[config.mk]
export PLATFORM = sky130hd
export DESIGN_NAME = alu_issue_unit
export DESIGN_NICKNAME = d
export VERILOG_FILES = /design/src/rtl/alu_pkg.sv /design/src/rtl/alu_op_decode.sv /design/src/rtl/alu_issue_unit.sv
export SDC_FILE = /design/constraint.sdc
export NUM_CORES = 1
export LEC_CHECK = 0
export CORE_ASPECT_RATIO = 0.5
export CORE_MARGIN = 2
export CORE_UTILIZATION = 40
export CTS_CLUSTER_SIZE = 30
export DETAILED_ROUTE_END_ITERATION = 10
export PLACE_DENSITY = 0.9
export SLEW_MARGIN = 0
export SYNTH_ARGS = -nofsm -noshare
export SYNTH_HDL_FRONTEND = slang
export SYNTH_SLANG_ARGS = --single-unit
[constraint.sdc]
create_clock -name clk_i -period 2.4 [get_ports clk_i]
set_clock_uncertainty 0.1 [all_clocks]
set_input_delay 0.36 -clock clk_i [delete_from_list [all_inputs] [get_ports clk_i]]
set_output_delay 0.36 -clock clk_i [all_outputs]
set_load 0.005 [all_outputs]
[src/rtl/alu_pkg.sv]
// Shared ALU control codes, ALUOp/funct encodings and issue-unit FSM states.
// Imported by the decoder and the issue unit.
package alu_pkg;

  localparam logic [3:0] ALU_AND = 4'b0000;
  localparam logic [3:0] ALU_OR  = 4'b0001;
  localparam logic [3:0] ALU_ADD = 4'b0010;
  localparam logic [3:0] ALU_SUB = 4'b0110;
  localparam logic [3:0] ALU_SLT = 4'b0111;

  localparam logic [1:0] ALUOP_LDST   = 2'b00;
  localparam logic [1:0] ALUOP_BRANCH = 2'b01;
  localparam logic [1:0] ALUOP_RTYPE  = 2'b10;
  localparam logic [1:0] ALUOP_ILLEGAL = 2'b11;

  // {funct7[5], funct3}
  localparam logic [3:0] FUNCT_ADD = 4'b0000;
  localparam logic [3:0] FUNCT_SUB = 4'b1000;
  localparam logic [3:0] FUNCT_AND = 4'b0111;
  localparam logic [3:0] FUNCT_OR  = 4'b0110;
  localparam logic [3:0] FUNCT_SLT = 4'b0010;

  typedef enum logic [1:0] {
    ST_IDLE = 2'd0,
    ST_EXEC = 2'd1,
    ST_RESP = 2'd2
  } state_t;

endpackage

[src/rtl/alu_op_decode.sv]
// Combinational ALUOp/funct to ALU control decoder, shared with the single-cycle
// control path. Unknown combinations flag illegal and drive ctrl to ADD.
module alu_op_decode
  import alu_pkg::*;
(
  input  logic [1:0] aluop,
  input  logic [3:0] funct,
  output logic [3:0] ctrl,
  output logic       illegal
);

  always_comb begin
    ctrl    = ALU_ADD;
    illegal = 1'b0;
    case (aluop)
      ALUOP_LDST:   ctrl = ALU_ADD;
      ALUOP_BRANCH: ctrl = ALU_SUB;
      ALUOP_RTYPE: begin
        case (funct)
          FUNCT_ADD: ctrl = ALU_ADD;
          FUNCT_SUB: ctrl = ALU_SUB;
          FUNCT_AND: ctrl = ALU_AND;
          FUNCT_OR:  ctrl = ALU_OR;
          FUNCT_SLT: ctrl = ALU_SLT;
          default:   illegal = 1'b1;
        endcase
      end
      default: illegal = 1'b1;
    endcase
  end

endmodule

[src/rtl/alu_issue_unit.sv]
// Issues one decoded operation at a time to the combinational ALU and returns
// the captured result over a valid/ready response channel.
//
// state | meaning
// IDLE  | ready for a request; alu_* regs hold the last legal op
// EXEC  | ALU settling on the registered operands; result captured on exit
// RESP  | response valid and held until rsp_ready_i
module alu_issue_unit
  import alu_pkg::*;
#(
  parameter int DATA_W = 64,
  parameter int TAG_W  = 4
) (
  input  logic              clk_i,
  input  logic              rst_n_i,
  input  logic              req_valid_i,
  output logic              req_ready_o,
  input  logic [1:0]        req_aluop_i,
  input  logic [3:0]        req_funct_i,
  input  logic [DATA_W-1:0] req_src1_i,
  input  logic [DATA_W-1:0] req_src2_i,
  input  logic [TAG_W-1:0]  req_tag_i,
  output logic [DATA_W-1:0] alu_src1_o,
  output logic [DATA_W-1:0] alu_src2_o,
  output logic [3:0]        alu_ctrl_o,
  input  logic [DATA_W-1:0] alu_result_i,
  input  logic              alu_zero_i,
  output logic              rsp_valid_o,
  input  logic              rsp_ready_i,
  output logic [DATA_W-1:0] rsp_result_o,
  output logic              rsp_zero_o,
  output logic [TAG_W-1:0]  rsp_tag_o,
  output logic              rsp_err_o
);

  state_t     state_q, state_d;
  logic [3:0] dec_ctrl;
  logic       dec_illegal;
  logic       accept;

  alu_op_decode u_decode (
    .aluop   (req_aluop_i),
    .funct   (req_funct_i),
    .ctrl    (dec_ctrl),
    .illegal (dec_illegal)
  );

  assign accept = req_valid_i && (state_q == ST_IDLE);

  always_ff @(posedge clk_i or negedge rst_n_i) begin
    if (!rst_n_i) state_q <= ST_IDLE;
    else          state_q <= state_d;
  end

  // Handshake outputs come from the state register only, so rsp_ready_i never
  // reaches req_ready_o combinationally.
  always_comb begin
    state_d     = state_q;
    req_ready_o = 1'b0;
    rsp_valid_o = 1'b0;
    case (state_q)
      ST_IDLE: begin
        req_ready_o = 1'b1;
        if (req_valid_i) state_d = dec_illegal ? ST_RESP : ST_EXEC;
      end
      ST_EXEC: state_d = ST_RESP;
      ST_RESP: begin
        rsp_valid_o = 1'b1;
        if (rsp_ready_i) state_d = ST_IDLE;
      end
      default: state_d = ST_IDLE;
    endcase
  end

  always_ff @(posedge clk_i or negedge rst_n_i) begin
    if (!rst_n_i) begin
      alu_src1_o   <= '0;
      alu_src2_o   <= '0;
      alu_ctrl_o   <= '0;
      rsp_result_o <= '0;
      rsp_zero_o   <= 1'b0;
      rsp_tag_o    <= '0;
      rsp_err_o    <= 1'b0;
    end else if (accept) begin
      rsp_tag_o <= req_tag_i;
      if (dec_illegal) begin
        // Illegal ops never reach the ALU, so its inputs keep the previous op.
        rsp_result_o <= '0;
        rsp_zero_o   <= 1'b0;
        rsp_err_o    <= 1'b1;
      end else begin
        alu_src1_o <= req_src1_i;
        alu_src2_o <= req_src2_i;
        alu_ctrl_o <= dec_ctrl;
      end
    end else if (state_q == ST_EXEC) begin
      rsp_result_o <= alu_result_i;
      rsp_zero_o   <= alu_zero_i;
      rsp_err_o    <= 1'b0;
    end
  end

endmodule

==> flow_summary.toml, run 1 <==
[sta]
rsz0062_at_grt = "false"
clock.fmax_ghz = 0.454
finalSetupViolations = 0
relSlewSlack_pct = 62.2
slew_viol_final = 0
tightest_slew_ns = 0.566
min_period_over_period_pct = 91.8
setup_tns_ns = 0
finalHoldViolCount = 0
finalCriticalPeriod_ns = 2.20

[routing]
drt_pass1_iterations = 4
wirelength_mm = 24.2
drt_iter0_drc = 307
num_vias = 6176
avgViaCountPerCell = 4.76
wl_per_cell_um = 18.7
remaining_drc_errors = 0
ant_nets = 0

[final_layout]
regArea_um2 = 5080
syn2layout_area_growth_pct = 66.1
nets = 1228
fillerInstances = 1402
layout.cells.non_filler = 1298
stdcell_area_um2 = 13100
drive_gt1_share_pct = 19.0
multi_input_area_um2 = 2560

[synthesis]
yosysWarnings = 0
synthAdderAreaFrac_pct = 0.475
synth_edf_count = 0
synth_most_common_cell = "dfrtp_1"
synth-main-ff-cell = "dfrtp_1"
synth_area_um2 = 7910
synth-seq-cells = 203
synth_compound_area_share_pct = 4.76
synthSimpleGateAreaFrac_pct = 7.31
synth.area.top_cells = "dfrtp_1 (64%), mux2_2 (19%), nand2_1 (6.3%)"
synth_top_family_by_area = "multiplexers"
avgSynthCellArea_um2 = 13.1
synthCells = 602
synth.area.mux_share_pct = 19.4
synth_cell_types = 28
yosysTopAreaCellShare_pct = 64.2
ys_async_sr_fraction_pct = 100
syn-num-nets = 812
synthTopCellsByCount = "dfrtp_1 (203), mux2_2 (134), nand2_1 (132)"
ys_seq_area_share_pct = 64.2
synthXorXnorAreaFrac_pct = 0.111
yosysTopAreaCell = "dfrtp_1"

[cts]
cts_tree = "yes"
htree_levels = 1
path_clk_slew_ns = 0.07
cts_buffers = 19
cts_root_buf = "clkbuf_16"
cts_sinks = 203
post-cts-setup-buffer-count = 0
clock_path_buffers = 3
clk_latency_ns = 0.48

[die]
core_um2 = 19400
start_util_pct = 40.7
core.rowCount = 36
die_w_um = 203
dieHeight_um = 103
ios = 411
dieArea_um2 = 21000

[setup_path]
worstSetupEndpointType = "register"
crit_fanout = 31
worst_ep_arrival_time_ns = 2.47
required_ns = 2.67
start_kind = "input pin"
reg2reg_slack_ns = 0.44
setup.worst_path.class = "input pin to register"

[grt]
grt_pass1_vias = 6374
track_usage_pct = 22.1
grt_max_degree = 67
gr-total-overflow = 0
grt_pass1_wl_mm = 36.0
antenna_found_initial = 1

[power]
power_w = 0.0157
p_sw_w = 0.00425
p_per_area_nw_per_um2 = 1190
p_int_w = 0.0114
irDropWorstVdd_mv = 0.752
p_leak_nw = 5.45
power_frac_clock_pct = 22.0
combPwrFrac_pct = 40.0
switching_share_pct = 27.1
seq_power_share_pct = 38.0

[placed_design]
placed_cells = 1262
placed_area_um2 = 12400
globalplace.congestion = 0.833
hpwl_mm = 18.5
port_buffers = 409

[status]
status = "complete, no violations"

[min_path]
min_path_type = "input pin to register"

[run]
maxCapViolations = 0
[registers in the layout (all words and copies together), names as in the netlist]
| register | count |
|---|---|
| alu_ctrl_o | 3 |
| alu_src2_o | 64 |
| state_q | 2 |
| rsp_zero_o | 1 |
| rsp_tag_o | 4 |
| rsp_result_o | 64 |
| alu_src1_o | 64 |
| rsp_err_o | 1 |
[final cells by class]
class | instances | share of cell area (%)
sequential | 203 | 38.7
timing repair buffer | 432 | 33.7
multi-input combinational | 357 | 19.5
clock buffer | 24 | 4.07
tap | 266 | 2.53
clock inverter | 10 | 1.41
inverter | 5 | 0.143
antenna | 1 | 0.0191
[layout by cell type, fill, tap and decap left out, drive strengths merged]
master,n
xnor2,1
dlygate4sd3,1
o21bai,1
conb,1
nand2,132
buf,22
mux2,135
ha,3
inv,6
clkdlybuf4s50,408
clkbuf,25
nor3b,1
o31ai,1
and2b,1
nor2b,3
nor2,2
dfrtp,203
a21o,1
clkinvlp,1
nor4,1
o21ai,3
nand2b,1
bufinv,5
nand3b,3
a21oi,65
clkinv,3
diode,1
and2,1
mux2i,1
[per-layer routing]
metal  share of wire, %  global-route usage, %  up-vias  wire length [µm]
met3                4.5                   3.95       37              1080
met1                 40                   27.1     3124              9590
li1                   -                      -     2855                 -
met5                  0                      0        -                 0
met2                 54                   41.2      160             13000
met4                2.2                   5.67        0               526
[critical path: stages]
cell,delay [ns]
clkdlybuf4s50_1,0.47
inv_1,0.11
ha_1,0.21
inv_1,0.10
o31ai_4,0.26
and2b_4,0.33
buf_12,0.24
mux2_2,0.37
[metrics by stage]
stage          utilization, %  hold slack, ns  setup slack [ns]
6_report                 67.7           0.306             0.197
5_1_grt                  67.7           0.296             0.113
4_1_cts                  67.6           0.289             0.222
3_5_place_dp             63.9           0.311            -0.276
3_3_place_gp             63.9           0.302            -0.214
2_1_floorplan               -         -0.0356             0.379
[what timing repair did]
action,CTS,global route
resized for setup,0,0
endpoints found under the hold margin,58,0
hold buffers,1,0
[path summary, 6_finish.rpt]
kind                       cells past startpoint                    from                           end
min in group asynchronous                      2                 rst_n_i    alu_src2_o[49]$_DFFE_PN0P_
setup reg to reg                               5  state_q[0]$_DFFE_PN0P_     alu_src2_o[9]$_DFFE_PN0P_
hold / removal                                 3        alu_result_i[23]  rsp_result_o[23]$_DFFE_PN0P_
setup / recovery                               8          req_aluop_i[0]     alu_src2_o[9]$_DFFE_PN0P_
hold reg to reg                                1   rsp_err_o$_DFFE_PN0P_         rsp_err_o$_DFFE_PN0P_
max in group asynchronous                      3                 rst_n_i    alu_src2_o[11]$_DFFE_PN0P_
[power by group through the flow]
stage | registers (W) | clock network [W] | logic [W]
finish | 0.00595 | 0.00345 | 0.00627
global route | 0.00614 | 0.00368 | 0.00668
floorplan | 0.00601 | 0 | 0.00188
CTS | 0.00596 | 0.00352 | 0.00637
detailed placement | 0.00600 | 0 | 0.00633
global placement | 0.00590 | 0 | 0.00614
[cell families after synthesis]
family	count (synthesis)
xor gates and xnor gates	1
AOI/OAI and AO/OA	71
and+or+nand+nor	145
muxes	136
other	1
buffers and inverters	42
DFF	203
adders and majority gates	3
No activity file was read; power rests on OpenSTA's default activity.
==> run 2: changes to the inputs <==
- CELL_PAD_IN_SITES_DETAIL_PLACEMENT: unset -> 0
- CELL_PAD_IN_SITES_GLOBAL_PLACEMENT: unset -> 1
- CORE_UTILIZATION: 40 -> 30
- PLACE_DENSITY: 0.9 -> 0.89
==> flow_summary.toml, run 2 (synthesis results as in run 1) <==
[setup_path]
crit_chain = "nor2_1 > clkdlybuf4s50_1"
critical_path_buf_inv_count = 1
setup.worst_path.class = "register to output port"
worst_ep_arrival_time_ns = 1.70
crit_family = "buffers and inverters"
r2r_cells = 5
crit_fanout = 5
start_kind = "register"
worstSetupEndpointType = "output port"
cp_slowest_cell = "clkdlybuf4s50_1"
required_ns = 1.94
cp.depth = 2
max_stage_delay_ns = 0.56

[power]
p_leak_nw = 5.44
p_per_area_nw_per_um2 = 1180
irDropWorstVdd_mv = 0.433
power_w = 0.0156

[cts]
cts_tree = "yes"
path_clk_slew_ns = 0.06
cts_resized = 0
clk_latency_ns = 0.52
htree_levels = 1
post-cts-setup-buffer-count = 0
clock_path_buffers = 3
cts_sinks = 203
ctsHoldBuffers = 1
cts_buffers = 22
cts_root_buf = "clkbuf_16"

[grt]
track_usage_pct = 18.1
antenna_found_initial = 0
grt_max_degree = 66
grt_pass1_vias = 6593
gr-total-overflow = 0
grt_pass1_wl_mm = 38.6

[die]
ios = 411
core.rowCount = 41
dieHeight_um = 119
core_um2 = 25500
die_w_um = 234
start_util_pct = 31.0
dieArea_um2 = 27800

[sta]
clock.fmax_ghz = 0.464
relSlewSlack_pct = 63.8
layout_setup_ws_ns = 0.245
finalSetupViolations = 0
min_period_over_period_pct = 89.8
finalCriticalPeriod_ns = 2.16
setup_tns_ns = 0
rsz0062_at_grt = "false"
holdWs_ns = 0.276
finalHoldViolCount = 0
tightest_slew_ns = 0.543
slew_viol_final = 0

[routing]
ant_nets = 0
wirelength_mm = 25.5
drt_pass1_iterations = 5
wl_per_cell_um = 18.5
remaining_drc_errors = 0
num_vias = 6180
drt_iter0_drc = 369
avgViaCountPerCell = 4.48

[final_layout]
num_antenna_cells = 0
layout.cells.non_filler = 1380
syn2layout_area_growth_pct = 66.9
final_common_cell = "clkdlybuf4s50_1"
final_cell_mix = "clkdlybuf4s50_1 (408), dfrtp_1 (203), mux2_2 (134), nand2_1 (132), a21oi_1 (65)"
largestRegisters = "alu_src1_o x64, alu_src2_o x64, rsp_result_o x64"
fillerInstances = 2235
nets = 1233
drive_gt1_share_pct = 19.3

[min_path]
min_path_type = "input pin to register"
min_path_cells = 3

[placed_design]
port_buffers = 409
placed_cells = 1342
place_ws_ns = -0.205
hpwl_mm = 19.5
globalplace.congestion = 0.812

[run]
maxCapViolations = 0

[status]
status = "complete, no violations"
-- run 2: final timing paths --
check | slack, ns | endpoint | startpoint
setup / recovery | 0.24 | req_ready_o | state_q[0]$_DFFE_PN0P_
setup reg to reg | 0.44 | alu_src1_o[46]$_DFFE_PN0P_ | state_q[0]$_DFFE_PN0P_
hold reg to reg | 0.38 | rsp_err_o$_DFFE_PN0P_ | rsp_err_o$_DFFE_PN0P_
hold / removal | 0.28 | rsp_result_o[14]$_DFFE_PN0P_ | alu_result_i[14]
min in group asynchronous | 0.31 | alu_src2_o[19]$_DFFE_PN0P_ | rst_n_i
max in group asynchronous | 1.16 | rsp_result_o[54]$_DFFE_PN0P_ | rst_n_i
-- run 2: final cells by class --
class                   instances  area [µm²]  area share [%]
repair buffers                434        4400            33.3
clock buffers                  28         613            4.64
multi-input cells             357        2560            19.4
flip-flops and latches        203        5080            38.5
well taps                     344         430            3.26
clock inverters                 9         100           0.758
inverters                       5        18.8           0.142
-- run 2: stage by stage --
step                      util (%)  area, µm²
after floorplan                  -       7910
after global placement        48.8      12500
after detailed placement      48.8      12500
after CTS                     51.7      13200
after global routing          51.7      13200
final                         51.7      13200
-- run 2: metal layers --
layer	vias to the layer above	wire [µm]	part of all wire, %	track usage (%)
met3	52	893	3.5	3.23
met1	3139	9510	37	20.4
met4	0	854	3.3	6.45
li1	2856	-	-	-
met5	-	0	0	0
met2	133	14300	56	34.2
-- run 2: worst reg2reg max path: cells and delay by family (launching register included) --
kind / cells / cell delay (ns)
DFF: 1 / 0.43
muxes: 1 / 0.39
and+or+nand+nor: 3 / 0.66
buffers and inverters: 1 / 0.25
-- run 2: where the power goes --
group          internal (W)  switching, W
clock               0.00193       0.00143
combinational       0.00425       0.00203
sequential          0.00504      0.000902
total                0.0112       0.00436
